===== src/rtl/s2mm_wr_arbiter.sv =====
// s2mm_wr_arbiter
//   Round-robin arbiter that shares one S2MM write channel (request, write-data
//   stream, write response) among NUM_REQ requesters. A grant covers one whole
//   transaction: request, data burst through wdata_last, then write response.
//   Only one transaction is outstanding at a time.
//
// Optional feature macro: WR_ARB_TIMEOUT_EN
//   Defined   : response watchdog; after TIMEOUT_CYC cycles in RESP without a
//               downstream response, an SLVERR (2'b10) is returned to the owner
//               and timeout_flag is set (sticky).
//   Undefined : no watchdog, RESP waits indefinitely, timeout_flag tied 0.
//
// Ports
//   clk, rstn                  clock, asynchronous active-low reset
//   s_wreq_*                   per-requester request channel (packed fields)
//   s_wdata_*                  per-requester write-data stream (packed data)
//   s_wresp_valid / s_wresp    response strobe to the owner / broadcast code
//   m_wreq_*                   downstream request to the datamover
//   m_wdata_*                  downstream write-data stream
//   m_wresp_valid / m_wresp    downstream write response
//   grant_id                   current or last owner
//   busy                       high whenever not IDLE
//   stray_resp                 sticky: downstream response seen outside RESP
//   timeout_flag               sticky watchdog flag
module s2mm_wr_arbiter #(
    parameter int NUM_REQ     = 2,
    parameter int ADDR_W      = 32,
    parameter int SIZE_W      = 16,
    parameter int DATA_W      = 64,
    parameter int TIMEOUT_CYC = 1024
) (
    input  logic                                            clk,
    input  logic                                            rstn,
    input  logic [NUM_REQ-1:0]                              s_wreq_valid,
    output logic [NUM_REQ-1:0]                              s_wreq_ready,
    input  logic [NUM_REQ*ADDR_W-1:0]                       s_wreq_addr,
    input  logic [NUM_REQ*SIZE_W-1:0]                       s_wreq_size,
    input  logic [NUM_REQ-1:0]                              s_wdata_valid,
    output logic [NUM_REQ-1:0]                              s_wdata_ready,
    input  logic [NUM_REQ-1:0]                              s_wdata_last,
    input  logic [NUM_REQ*DATA_W-1:0]                       s_wdata,
    output logic [NUM_REQ-1:0]                              s_wresp_valid,
    output logic [1:0]                                      s_wresp,
    output logic                                            m_wreq_valid,
    input  logic                                            m_wreq_ready,
    output logic [ADDR_W-1:0]                               m_wreq_addr,
    output logic [SIZE_W-1:0]                               m_wreq_size,
    output logic                                            m_wdata_valid,
    input  logic                                            m_wdata_ready,
    output logic                                            m_wdata_last,
    output logic [DATA_W-1:0]                               m_wdata,
    input  logic                                            m_wresp_valid,
    input  logic [1:0]                                      m_wresp,
    output logic [((NUM_REQ > 1) ? $clog2(NUM_REQ) : 1)-1:0] grant_id,
    output logic                                            busy,
    output logic                                            stray_resp,
    output logic                                            timeout_flag
);

    localparam int GW = (NUM_REQ > 1) ? $clog2(NUM_REQ) : 1;

    typedef enum logic [1:0] {
        IDLE,
        REQ,
        DATA,
        RESP
    } state_t;

    state_t               state;
    logic   [GW-1:0]      rr_ptr;
    logic   [GW-1:0]      pick_idx;
    logic   [GW-1:0]      next_ptr;
    logic   [NUM_REQ-1:0] own_mask;
    logic                 last_acc;
    logic                 timeout_hit;
    logic                 timeout_fire;
    logic                 resp_done;

    // First requesting index at or above rr_ptr, wrapping modulo NUM_REQ.
    always_comb begin
        int unsigned idx;
        logic        found;
        idx      = 0;
        found    = 1'b0;
        pick_idx = '0;
        for (int unsigned i = 0; i < NUM_REQ; i++) begin
            idx = (32'(rr_ptr) + i) % NUM_REQ;
            if (!found && s_wreq_valid[idx[GW-1:0]]) begin
                found    = 1'b1;
                pick_idx = idx[GW-1:0];
            end
        end
    end

    assign next_ptr = (grant_id == GW'(NUM_REQ - 1)) ? '0 : grant_id + 1'b1;
    assign own_mask = NUM_REQ'(1) << grant_id;
    assign last_acc = s_wdata_valid[grant_id] & m_wdata_ready & s_wdata_last[grant_id];

    // A real downstream response wins over a watchdog expiry in the same cycle.
    assign timeout_fire = timeout_hit & ~m_wresp_valid;
    assign resp_done    = m_wresp_valid | timeout_hit;

    // Datapath fields follow grant_id; handshake signals are gated by state.
    always_comb begin
        s_wreq_ready  = '0;
        s_wdata_ready = '0;
        s_wresp_valid = '0;
        s_wresp       = 2'b00;
        m_wreq_valid  = 1'b0;
        m_wdata_valid = 1'b0;
        m_wdata_last  = 1'b0;
        m_wreq_addr   = s_wreq_addr[int'(grant_id)*ADDR_W +: ADDR_W];
        m_wreq_size   = s_wreq_size[int'(grant_id)*SIZE_W +: SIZE_W];
        m_wdata       = s_wdata[int'(grant_id)*DATA_W +: DATA_W];
        case (state)
            REQ: begin
                m_wreq_valid = s_wreq_valid[grant_id];
                s_wreq_ready = m_wreq_ready ? own_mask : '0;
            end
            DATA: begin
                m_wdata_valid = s_wdata_valid[grant_id];
                m_wdata_last  = s_wdata_last[grant_id];
                s_wdata_ready = m_wdata_ready ? own_mask : '0;
            end
            RESP: begin
                s_wresp = timeout_fire ? 2'b10 : m_wresp;
                if (resp_done) begin
                    s_wresp_valid = own_mask;
                end
            end
            default: ;
        endcase
    end

    always_ff @(posedge clk or negedge rstn) begin
        if (!rstn) begin
            state      <= IDLE;
            rr_ptr     <= '0;
            grant_id   <= '0;
            busy       <= 1'b0;
            stray_resp <= 1'b0;
        end else begin
            if (m_wresp_valid && (state != RESP)) begin
                stray_resp <= 1'b1;
            end
            case (state)
                IDLE: begin
                    if (|s_wreq_valid) begin
                        grant_id <= pick_idx;
                        state    <= REQ;
                        busy     <= 1'b1;
                    end
                end
                REQ: begin
                    if (s_wreq_valid[grant_id] && m_wreq_ready) begin
                        state <= DATA;
                    end
                end
                DATA: begin
                    if (last_acc) begin
                        state <= RESP;
                    end
                end
                RESP: begin
                    if (resp_done) begin
                        rr_ptr <= next_ptr;
                        state  <= IDLE;
                        busy   <= 1'b0;
                    end
                end
                default: begin
                    state <= IDLE;
                    busy  <= 1'b0;
                end
            endcase
        end
    end

`ifdef WR_ARB_TIMEOUT_EN
    logic [31:0] resp_cnt;
    logic        timeout_reg;

    // Counter is zero in the first RESP cycle, so expiry lands on cycle TIMEOUT_CYC.
    always_ff @(posedge clk or negedge rstn) begin
        if (!rstn) begin
            resp_cnt    <= '0;
            timeout_reg <= 1'b0;
        end else begin
            if (state == DATA && last_acc) begin
                resp_cnt <= '0;
            end else if (state == RESP) begin
                resp_cnt <= resp_cnt + 32'd1;
            end
            if (timeout_fire) begin
                timeout_reg <= 1'b1;
            end
        end
    end

    assign timeout_hit  = (state == RESP) && (resp_cnt == 32'(TIMEOUT_CYC - 1));
    assign timeout_flag = timeout_reg;
`else
    assign timeout_hit  = 1'b0;
    assign timeout_flag = 1'b0;
`endif

endmodule


===== config.mk =====
export PLATFORM = sky130hd
export DESIGN_NAME = s2mm_wr_arbiter
export DESIGN_NICKNAME = d
export VERILOG_FILES = /design/src/rtl/s2mm_wr_arbiter.sv
export SDC_FILE = /design/constraint.sdc
export NUM_CORES = 1
export LEC_CHECK = 0
export BUFFER_PORTS_ARGS = -buffer_cell sky130_fd_sc_hd__buf_2
export CELL_PAD_IN_SITES_DETAIL_PLACEMENT = 1
export CELL_PAD_IN_SITES_GLOBAL_PLACEMENT = 2
export CORE_AREA = 2 2 142 144
export DETAILED_ROUTE_END_ITERATION = 10
export DIE_AREA = 0 0 144 146
export PLACE_DENSITY_LB_ADDON = 0.3
export SLEW_MARGIN = 20
export SYNTH_ARGS = -nofsm -noshare
export SYNTH_HDL_FRONTEND = slang
export SYNTH_SLANG_ARGS = --single-unit

===== constraint.sdc =====
create_clock -name clk -period 1.9 [get_ports clk]
set_input_delay 0.19 -clock clk [delete_from_list [all_inputs] [get_ports clk]]
set_output_delay 0.19 -clock clk [all_outputs]
set_load 0.05 [all_outputs]

==> impl_summary.md, run 1 <==
Placement
The half-perimeter wire length after placement is 10,400 um. The routability-driven placement congestion ratio is 0.856. The post-placement setup slack is 68.9 ps. Port buffering added 362 buffers. The instance count after placement with tap cells included is 799.

Finish
The most common cell after layout, fill and taps aside is sky130_fd_sc_hd__buf_2. In the final layout, flip-flops and latches occupy 154 um2. Once layout is complete, the cells apart from fillers number 806. The final layout contains 784 nets. The share of final-layout standard cells stronger than drive strength 1 is 91.7%. Counting the fill cells in the layout gives 2,417. Summing all multi-input logic gate instances after layout gives 0.00159 mm2. The area added between synthesis and finish is 130%. The top cell types in the final layout, fill and taps aside, are sky130_fd_sc_hd__buf_2, sky130_fd_sc_hd__mux2_2, sky130_fd_sc_hd__nand2_1. The number of antenna repair diodes is 0. The final core utilization is 21.4%.

Global routing
The number of global-route vias before repair is 3,090. For this run, the total global-route usage over all layers was measured as 9.80%. The initial antenna violation count is 0. The first-pass GRT wire length is 16,300 um.

For this run the aggregate overflow at the end of global routing stands at 0. Entering global routing, the biggest net connects 55 pins.

Power
The maximum vdd drop is 0.000572 V. The static leakage is 2.23 nW. The total power per unit cell area is 1700 mW/mm2. The total power draw is 7.06 mW.

Worst setup path
The maximum fanout count along the critical path is 54. The standard cell with the maximum stage delay on the critical path is sky130_fd_sc_hd__dfrtp_4. The type of the setup path with the least slack is reg -> out. The combined buffer and inverter count along the critical path is 2. In this run the worst setup path begins at grant_id. The critical path goes through buf_12 > mux2_2 > buf_2.

On the worst path, the slowest cell contributes a delay of 500 ps. The worst setup path is launched from a flip-flop. For the worst setup path, the data required time is 1710 ps.

The number of cells on the critical path is 3. The nature of the critical path endpoint is a primary output. In this run the worst setup path terminates at m_wreq_addr[31].

The startpoint of the worst register-to-register path is state[1]. The worst endpoint data arrival time is 1660 ps. The cell class contributing the biggest share of worst-path delay is flip-flops. For flop-to-flop paths, the worst setup slack is 140 ps. In this run the critical register-to-register path is captured at state[1]. The worst reg-to-reg path cell count is 6.

Detailed routing
The first-pass iteration count of the detailed router is 4. The detailed router placed 2,920 vias in this run. After the first detailed-routing iteration, the DRC count stood at 54.

After detailed routing, the total wire length is 11,800 um. The routed via count divided by cell count is 3.62. Once detail routing completed, the nets flagged for antenna violations numbered 0. After detailed routing, the average wire length per cell comes to 14.6 um. After detailed routing, the number of remaining DRC violations is 0.

Floorplanning
The floorplan step defined a core boundary enclosing 0.0193 mm2. The die extent in y is 146 um. The die is 144 um wide. The floorplan has 51 rows. 364 I/O pins were placed. The initial utilization of the core area, before any placement, comes to 9.30%. The die covers 0.0210 mm2.

Logic synthesis
The number of warning messages in the yosys log is 0. The number of enable-type register cells in the synthesized netlist is 0. The number of synthesized register bits is 6. In the synthesized netlist the dominant register cell turns out to be sky130_fd_sc_hd__dfrtp_1. The fraction of the yosys area taken by sequential cells is 8.35%. In this run, distinct cell masters in the synthesized netlist total 26.

A synthesized cell averages 10.0 um2. In the synthesized netlist, the number of instances is 179. The cell area after synthesis is 0.00180 mm2.

The number of nets in the synthesized netlist is 421. For this run, asynchronously set or reset flops after synthesis account for 100%.

Clock network
The clock tree root driver cell is sky130_fd_sc_hd__clkbuf_16. The clock slew at the register clock pins of the worst setup and hold paths is 40 ps. The number of clock buffers added by TritonCTS is 3. The deepest level of the CTS H-tree is 1.

The number of clock sinks is 6. The clock passes through at most 2 buffers. The CTS tree is yes. At the later pin of the worst-skew pair, clock insertion delay measures 230 ps.

Timing
The number of hold violations in the final report was 0. The post-route worst setup slack is 45.6 ps. The final period utilization is 97.6%. Final hold analysis gives a worst-case slack of 216 ps.

The clock skew is 7.41 ps. For this run, the top clock speed supported by timing is 539 MHz. Setup violations remaining at the end of the flow were counted as 0. Setup repair after global routing could not meet its margin everywhere.

After layout, the minimum clock period comes to 1850 ps. The final max-slew violation count came to 0.

Flow run
The total of max-cap violations is 0.

Worst hold path
The kind of path behind the tightest hold check is in -> reg.

Outcome
The flow ran to the end, and the final reports show no timing, DRC or antenna violations.
[metal layers]
metal | GRT usage [%] | up-vias | wire, um
met2 | 21.0 | 208 | 6370
met5 | 0 | - | 0
met4 | 0.833 | 0 | 53
met3 | 2.07 | 4 | 1280
met1 | 9.56 | 1321 | 4090
li1 | - | 1387 | -
[cell families (layout without fill, tap and decap cells)]
logic type | count (synthesis) | count (layout) | share of synthesized area (%)
adder cells (fa/ha/maj) | 5 | 5 | 3.48
AO/OA/AOI/OAI | 8 | 8 | 3.48
other | 1 | 1 | 0.209
flip-flops | 6 | 6 | 8.35
AND/OR/NAND/NOR | 25 | 25 | 7.31
buffers and inverters | 18 | 380 | 4.73
multiplexers | 116 | 116 | 72.4
[cell usage after synthesis (2+ instances only)]
library cell / count / area, um2
sky130_fd_sc_hd__mux2_2: 112 / 1260
sky130_fd_sc_hd__buf_2: 8 / 40.0
sky130_fd_sc_hd__nand2_1: 7 / 26.3
sky130_fd_sc_hd__dfrtp_1: 6 / 150
sky130_fd_sc_hd__clkbuf_1: 5 / 18.8
sky130_fd_sc_hd__ha_1: 5 / 62.6
sky130_fd_sc_hd__nor2b_1: 5 / 31.3
sky130_fd_sc_hd__nor2_1: 4 / 15.0
sky130_fd_sc_hd__and3_1: 3 / 18.8
sky130_fd_sc_hd__inv_1: 3 / 11.3
sky130_fd_sc_hd__mux2i_1: 3 / 30.0
sky130_fd_sc_hd__a21o_1: 2 / 15.0
sky130_fd_sc_hd__and2_1: 2 / 12.5
sky130_fd_sc_hd__buf_4: 2 / 15.0
[worst min-delay path by stage]
stage	from	endpoint	slack [ps]	cells past startpoint
finish	s_wreq_valid[0]	grant_id	220	2
detailed placement	rstn	busy	30	1
global route	s_wreq_valid[0]	grant_id	230	2
floorplan	rstn	busy	-110	0
global placement	rstn	grant_id	30	1
CTS	s_wreq_valid[0]	grant_id	220	2
[state kept, by name (all words and copies together) (netlist names)]
register / flops
busy: 1
grant_id: 1
rr_ptr: 1
stray_resp: 1
state: 2
[area by class of cell]
class	count	share of cell area [%]
clock buffers	4	1.90
inverters	3	0.272
multi-input cells	155	38.3
flip-flops and latches	6	3.71
well taps	265	8.00
repair buffers	373	47.8
[stage by stage]
| stage | setup TNS [ps] | instance area (um2) |
|---|---|---|
| 2_1_floorplan | -33.7 | 1810 |
| 3_5_place_dp | 0 | 3970 |
| 6_report | 0 | 4140 |
| 4_1_cts | 0 | 4100 |
| 5_1_grt | -45.7 | 4140 |
| 3_3_place_gp | 0 | 3970 |
[where the power goes]
part           internal [mW]  total, mW  switching (mW)
combinational           2.13       6.43            4.30
sequential             0.194      0.271          0.0767
clock                  0.279      0.358          0.0791
total                   2.60       7.06            4.45
[timing repair]
action	4_1_cts	5_1_grt
gates resized for setup	1	4
endpoints found under the setup margin	27	27
cloned	1	1
endpoints found under the hold margin	6	0
buffers inserted	0	0
hold buffers	1	0
(Power assumes the default switching activity.)
==> run 2: changes to the inputs <==
- CTS_BUF_LIST: default -> sky130_fd_sc_hd__clkbuf_16
- GPL_TIMING_DRIVEN: default -> 1
==> run 2 against run 1 <==
  * Cell count did not move
  * Final area did not move
  * Clock skew barely moved
  * Routed wire length barely moved
  * Register-to-register slack barely moved
  * Clock power fell by 1%
  * Critical endpoint unchanged
==> impl_summary.md, run 2 (synthesis gave the netlist of run 1 again) <==
Timing
The number of hold violations in the final report was 0. For the finished layout, the period the worst path requires is 1860 ps. The final critical path takes up 97.6% of the cycle. The final number of setup-violating endpoints is 0. Setup repair after global routing could not meet its margin everywhere. The final max-slew violation count is 0. Once routing completed, OpenROAD measured the worst setup slack at 44.8 ps. Derived from the worst setup path, the maximum achievable clock frequency is 539 MHz. The clock skew is 7.70 ps.

Power
The maximum vdd drop is 0.000572 V. The analysis attributes to cell leakage a power of 2.24 nW. The total power per unit cell area is 1700 mW/mm2.

The total power draw is 7.05 mW.

Worst setup path
The setup path with the least slack is of type reg -> out. Data on the critical path is required at its endpoint by 1710 ps. Along the worst path, the maximum fanout reaches 54. The worst endpoint data arrival time is 1670 ps. The worst setup path startpoint is grant_id. The nature of the critical path endpoint is a primary output. The critical path startpoint category is a flip-flop.

The worst register-to-register path begins at state[1].

Finish
In the layout the commonest cells are sky130_fd_sc_hd__buf_2, sky130_fd_sc_hd__mux2_2, sky130_fd_sc_hd__nand2_1. The number of flip-flops under the largest register name is 2. The area added between synthesis and finish is 130%. The most common cell after layout, fill and taps aside is sky130_fd_sc_hd__buf_2. The final core utilization is 21.4%. The repair_antennas step left the layout with diodes totalling 0. For this run, the post-layout net count is 784. The finished layout cell area is 0.00414 mm2. The most flop-heavy register is state. The share of final-layout standard cells stronger than drive strength 1 is 91.7%.

Global routing
For this run the aggregate overflow at the end of global routing stands at 0. The first global-routing pass estimated 16,300 um of wire. The number of global-route vias before repair is 3,090. Entering global routing, the biggest net connects 55 pins. The total global routing track utilization is 9.80%. The initial antenna violation count is 0.

Clock network
The clock reaches the later pin of the worst-skew pair after 230 ps. Clock tree synthesis selected as its root buffer the cell sky130_fd_sc_hd__clkbuf_16. The number of buffers on the longest clock path is 2. For this design, the sink count on the clock tree is 6. TritonCTS built the clock tree. After clock tree synthesis, the clock-pin slew on the worst setup and hold paths is 40 ps. The deepest level of the CTS H-tree is 1. TritonCTS created 3 clock buffers.

Detailed routing
The detailed router finished its first iteration with 48 violations. The first-pass iteration count of the detailed router is 4. After detailed routing, the average wire length per cell comes to 14.6 um. The total via count in the routed design is 2,916. For this run, design rule violations remaining after detail routing come to 0. The detail route stage leaves a number of antenna-violating nets equal to 0. The routed via count divided by cell count is 3.62. The post-detailed-routing wire length is 11,800 um.

Placement
The routability-driven placement congestion ratio is 0.856. Summing all placed instances gives a cell area of 0.00397 mm2. Input and output buffers added on the ports amount to 362. The post-placement setup slack is 68.9 ps.

The HPWL after detailed placement is 10,400 um.

Floorplanning
The number of core rows is 51. The die covers 0.0210 mm2. The effective utilization at floorplan is 9.30%. The core region is 0.0193 mm2. From bottom edge to top edge, the die measures 146 um. The width of the chip is 144 um. The number of primary I/O pins is 364.

Worst hold path
The min-delay analysis places its worst path in the category in -> reg. In this run the most critical hold path is launched from s_wreq_valid[0].

Flow run
The total of max-cap violations is 0.

Outcome
The flow ran to the end, and the final reports show no timing, DRC or antenna violations.
[run 2: cell count changes in the layout (fill, tap and decap cells not counted), sizes merged]
| cell | previous run | this run |
|---|---|---|
| clkbuf | 5 | 4 |
| inv | 3 | 4 |
[run 2: routing by layer]
layer	share of wire [%]	routed length, um	vias up	GRT usage, %
met5	0	0	-	0
met4	0.45	53	0	0.833
met3	11	1280	4	2.07
met2	54	6360	208	21.0
met1	35	4080	1316	9.56
li1	-	-	1388	-
[run 2: worst paths after layout]
kind | end | slack, ps | depth (start not counted)
max in group asynchronous | grant_id | 1430 | 2
max | m_wreq_addr[31] | 40 | 3
min reg2reg | stray_resp | 440 | 1
max reg2reg | state[1] | 140 | 6
min in group asynchronous | grant_id | 310 | 2
min | grant_id | 220 | 2
[run 2: power by group]
group	total [mW]	internal (mW)	switching, mW
sequential	0.270	0.194	0.0764
clock	0.353	0.274	0.0796
combinational	6.43	2.13	4.30
total	7.05	2.60	4.45
[run 2: layout make-up]
cell class              instances  area (um2)
clock buffers                   3        75.1
well taps                     265         332
multi-input cells             155        1590
inverters                       3        11.3
fillers                      2417       15200
flip-flops and latches          6         154
repair buffers                373        1980
clock inverters                 1        3.75
[run 2: through the flow]
stage | setup TNS, ps | hold WS [ps] | instances
final | 0 | 216 | 806
after global routing | -46.8 | 227 | 806
after CTS | 0 | 220 | 805
after detailed placement | 0 | 26.6 | 799
after global placement | 0 | 29.0 | 799
after floorplan | -33.7 | -106 | 179
[run 2: what timing repair did]
item,in CTS,in global routing
resized for setup,1,4
endpoints found under the setup margin,27,27
hold endpoints to repair,6,0
hold buffers,1,0
buffers inserted,0,0
cloned,1,1
[run 2: critical path: stages (launching register included)]
cell and delay [ps]:
sky130_fd_sc_hd__dfrtp_4 500, sky130_fd_sc_hd__buf_12 280, sky130_fd_sc_hd__mux2_2 380, sky130_fd_sc_hd__buf_2 210
